==> config.mk <==
export PLATFORM = sky130hd
export DESIGN_NAME = bcd_seq_ctrl
export DESIGN_NICKNAME = d
export VERILOG_FILES = /design/src/rtl/bcd_seq_ctrl.sv
export SDC_FILE = /design/constraint.sdc
export NUM_CORES = 1
export LEC_CHECK = 0
export BUFFER_PORTS_ARGS = -buffer_cell sky130_fd_sc_hd__buf_2
export CAP_MARGIN = 10
export CORE_MARGIN = 4
export CORE_UTILIZATION = 52
export DETAILED_ROUTE_END_ITERATION = 6
export GPL_TIMING_DRIVEN = 0
export HOLD_SLACK_MARGIN = 0.08
export PLACE_DENSITY = 0.75
export SYNTH_ARGS = -nofsm -noshare
export SYNTH_HDL_FRONTEND = slang
export SYNTH_SLANG_ARGS = --single-unit
==> constraint.sdc <==
create_clock -name clk -period 2 [get_ports clk]
set_clock_uncertainty 0.1 [all_clocks]
set_input_delay 0 -clock clk [delete_from_list [all_inputs] [get_ports clk]]
set_output_delay 0 -clock clk [all_outputs]
set_load 0.01 [all_outputs]
==> src/rtl/bcd_seq_ctrl.sv <==
// Sequential binary-to-BCD converter (double dabble), one ADJ or SHF phase per clock.
// Produces three BCD digits for a BITS-wide unsigned operand; all outputs registered.
module bcd_seq_ctrl #(
   parameter int unsigned BITS = 8
) (
   input  logic            clk,
   input  logic            reset,
   input  logic            start,
   input  logic [BITS-1:0] number,
   output logic            busy,
   output logic            done,
   output logic [3:0]      hundreds,
   output logic [3:0]      tens,
   output logic [3:0]      units
);

   if ((BITS < 4) || (BITS > 8)) begin : g_bits_check
      $error("bcd_seq_ctrl: BITS must be in 4..8");
   end

   typedef enum logic [1:0] {IDLE, ADJ, SHF, DONE} state_t;

   state_t          state_q, state_d;
   logic [BITS-1:0] opnd_q, opnd_d;
   logic [11:0]     dig_q, dig_d;
   logic [3:0]      cnt_q, cnt_d;
   logic            busy_q, busy_d;
   logic            done_q, done_d;
   logic [3:0]      hundreds_q, hundreds_d;
   logic [3:0]      tens_q, tens_d;
   logic [3:0]      units_q, units_d;
   logic [BITS+11:0] shifted;

   function automatic logic [3:0] add3(input logic [3:0] d);
      return (d >= 4'd5) ? d + 4'd3 : d;
   endfunction

   always_comb begin
      state_d    = state_q;
      opnd_d     = opnd_q;
      dig_d      = dig_q;
      cnt_d      = cnt_q;
      hundreds_d = hundreds_q;
      tens_d     = tens_q;
      units_d    = units_q;
      shifted    = {dig_q, opnd_q} << 1;

      case (state_q)
         IDLE, DONE: begin
            if (start) begin
               opnd_d  = number;
               dig_d   = '0;
               cnt_d   = 4'(BITS);
               state_d = ADJ;
            end else begin
               state_d = IDLE;
            end
         end
         ADJ: begin
            dig_d   = {add3(dig_q[11:8]), add3(dig_q[7:4]), add3(dig_q[3:0])};
            state_d = SHF;
         end
         SHF: begin
            dig_d  = shifted[BITS+11:BITS];
            opnd_d = shifted[BITS-1:0];
            cnt_d  = cnt_q - 4'd1;
            if (cnt_d == '0) begin
               state_d    = DONE;
               // Result digits come from the shifted vector, i.e. the final working digits.
               hundreds_d = shifted[BITS+11:BITS+8];
               tens_d     = shifted[BITS+7:BITS+4];
               units_d    = shifted[BITS+3:BITS];
            end else begin
               state_d = ADJ;
            end
         end
         default: state_d = IDLE;
      endcase

      busy_d = (state_d == ADJ) || (state_d == SHF);
      done_d = (state_d == DONE);
   end

   always_ff @(posedge clk) begin
      if (reset) begin
         state_q    <= IDLE;
         opnd_q     <= '0;
         dig_q      <= '0;
         cnt_q      <= '0;
         busy_q     <= 1'b0;
         done_q     <= 1'b0;
         hundreds_q <= '0;
         tens_q     <= '0;
         units_q    <= '0;
      end else begin
         state_q    <= state_d;
         opnd_q     <= opnd_d;
         dig_q      <= dig_d;
         cnt_q      <= cnt_d;
         busy_q     <= busy_d;
         done_q     <= done_d;
         hundreds_q <= hundreds_d;
         tens_q     <= tens_d;
         units_q    <= units_d;
      end
   end

   assign busy     = busy_q;
   assign done     = done_q;
   assign hundreds = hundreds_q;
   assign tens     = tens_q;
   assign units    = units_q;

endmodule

==> results.yml <==
clock_tree:
  insertion_delay_ns: 0.30
  cts_tree: "done"
  numCtsBuffers: 5
  cts_max_level: 2
  clk_pin_slew_ns: 0.07
  cts_sinks: 40
  cts-root-buf: "clkbuf_8"
  cts_max_path_buffers: 2
die:
  die-area_mm2: 0.00511
  fp-row-count: 22
  io_pins: 25
  start_util_pct: 55.6
  die_w_um: 71.5
  die_h_um: 71.5
  core-area_mm2: 0.00377
yosys:
  syn_area_per_cell_um2: 8.92
  synth-edff-count: 0
  synth_seq_cells: 40
  synth.distinct_cells: 37
  syn_area_mm2: 0.00210
  ys.flop_type: "dfxtp_1"
  ys_seq_area_share_pct: 38.2
  syn_nets: 257
  syn_inst: 235
  ys.warnings.count: 0
  ys_async_sr_fraction_pct: 0
finish:
  drive_above_1_share_pct: 19.4
  nNetsFinal: 300
  layout_common_cells: "36 x dfxtp_1, 31 x nand2b_1, 25 x buf_2"
  syn_to_final_growth_pct: 20.8
  final_common_cell: "dfxtp_1"
  register_area_um2: 806
  fillers: 307
  antennaDiodeCount: 0
  multi_input_area_mm2: 0.00120
worst_setup_path:
  cp_top_family: "buffers and inverters"
  worstPathRequired_ns: 2.12
  critPathKind: "reg -> reg"
  crit_arrival_ns: 2.02
  cp_slowest_stage_delay_ns: 0.32
  critPathSlowestCell: "dfxtp_2"
  worstPathCellList: "buf_4 -> o31ai_1 -> and3_4 -> and3_4 -> buf_4 -> buf_4 -> mux2i_1"
  end_kind: "flip-flop"
  critPathMaxFanout: 10
  critical_path_buf_inv_count: 3
  path_common_cell: "buf_4"
  start_kind: "flip-flop"
sta:
  fin_crit_ns: 1.90
  worst_slew_pin_slew_ns: 0.546
  maxSlewHeadroom_pct: 63.6
  rsz0062_at_grt: "true"
  fmax_ghz: 0.527
  slew_viol_final: 0
  hold_violations: 0
  post-route-period-util_pct: 94.8
  setup_viol: 0
  finalHoldWorstSlack_ns: 0.356
  tns_ns: 0
global_routing:
  grt_pass1_wl_mm: 7.80
  grt_max_degree: 19
  gr-total-overflow: 0
  grt_pass1_vias: 1673
  grt_use_total_pct: 19.3
  antenna_found_initial: 0
power_and_ir_drop:
  irDropWorstVdd_mv: 0.489
  leakage_nw: 0.944
  pwr_density_cell_mw_per_mm2: 688
drt:
  met2_length_mm: 2.21
  top_layer: "met4"
  wl_per_cell_um: 14.1
  viasPerCell: 5.40
  drt-pass1-iter-count: 4
  routed_wl_mm: 4.59
  dr_wl_met3_um: 168
  wl_met1_mm: 2.13
  ant_nets: 0
  drtIter0Drc: 141
  drc: 0
  num_vias: 1759
job:
  drv_cap: 0
placed_design:
  dp_hpwl_mm: 3.04
  place.gp.congestion: 0.897
  io_buffer_count: 24
outcome:
  status: "completed"
hold_path:
  hold_path_class: "reg -> reg"
-- cells in the mapped netlist (all sizes together) (3+ instances only) --
master  number  area [um2]
clkbuf      10        37.5
dfxtp       40         801
buf          5        45.0
nor2        13        48.8
ha          11         138
o21ai       12        60.1
xnor2        4        35.0
a21oi       18        90.1
mux2i       19         190
or3         11        68.8
a22oi       11        82.6
nand2        3        11.3
inv         14        52.6
a211oi       8        60.1
nand2b      31         194
nor2b        4        25.0
-- metrics by stage --
step                      setup WS, ns  power, mW  utilization, %  std cells  instance area (um2)
after floorplan                -0.0803       1.07               -        235                 2120
after global placement          -0.332       1.14            60.9        307                 2300
after detailed placement        -0.327       1.15            60.9        307                 2300
after CTS                     -0.00411       1.74            67.2        327                 2530
after global routing           -0.0133       1.83            67.2        326                 2530
final                            0.104       1.74            67.2        326                 2530
-- cell type report --
| type | instances | share of cell area (%) |
|---|---|---|
| Multi-Input combinational cell | 166 | 47.4 |
| Sequential cell | 40 | 31.8 |
| Timing Repair Buffer | 39 | 10.2 |
| Clock buffer | 7 | 3.80 |
| Tap cell | 48 | 2.37 |
| Buffer | 12 | 2.27 |
| Inverter | 14 | 2.17 |
-- cells by family (layout without fill, tap and decap cells) --
| logic type | after synthesis | after routing | share of synthesized area (%) |
|---|---|---|---|
| AOI/OAI and AO/OA | 59 | 59 | 17.9 |
| xor gates and xnor gates | 4 | 4 | 1.67 |
| adders and majority gates | 11 | 11 | 6.56 |
| buffers and inverters | 29 | 72 | 6.44 |
| DFF | 40 | 40 | 38.2 |
| muxes | 19 | 19 | 9.07 |
| and+or+nand+nor | 73 | 73 | 20.2 |
-- per-layer routing --
| metal | vias up | track usage, % |
|---|---|---|
| li1 | 906 | - |
| met1 | 807 | 24.2 |
| met2 | 35 | 31.7 |
| met3 | 11 | 4.35 |
| met4 | 0 | 8.14 |
| met5 | - | 0 |
-- worst min-delay path: cells and delay by family (launching register included) --
family | cells | cell delay, ns
simple gates | 1 | 0.05
flops | 1 | 0.31
compound gates | 1 | 0.05
-- worst paths after layout --
path	startpoint	end	slack, ns	depth (start not counted)
worst max-delay path	cnt_q[1]	units[0]	0.10	7
worst min-delay path	opnd_q[0]	opnd_q[0]	0.36	2
worst min register to register	opnd_q[0]	opnd_q[0]	0.36	2
worst max register to register	cnt_q[1]	units[0]	0.10	7
-- registers in the layout, indices dropped and copies added, names as in the netlist --
signal    flops
busy          1
opnd_q        8
tens          4
cnt_q         4
state_q       2
dig_q        12
units         4
hundreds      4
done          1
-- power breakdown --
group,switching (mW),leakage [nW],internal (mW)
combinational,0.168,0.566,0.130
clock,0.274,0.0503,0.307
sequential,0.0277,0.327,0.836
total,0.469,0.944,1.27
-- what timing repair did --
action                     CTS  global route
gates resized for setup      8            12
buffers inserted             5             0
hold buffers                10             0
pin swaps                    0             1
hold endpoints to repair    12             0
setup endpoints to repair   11            22
Note: power is estimated with default switching activity, not from simulation.
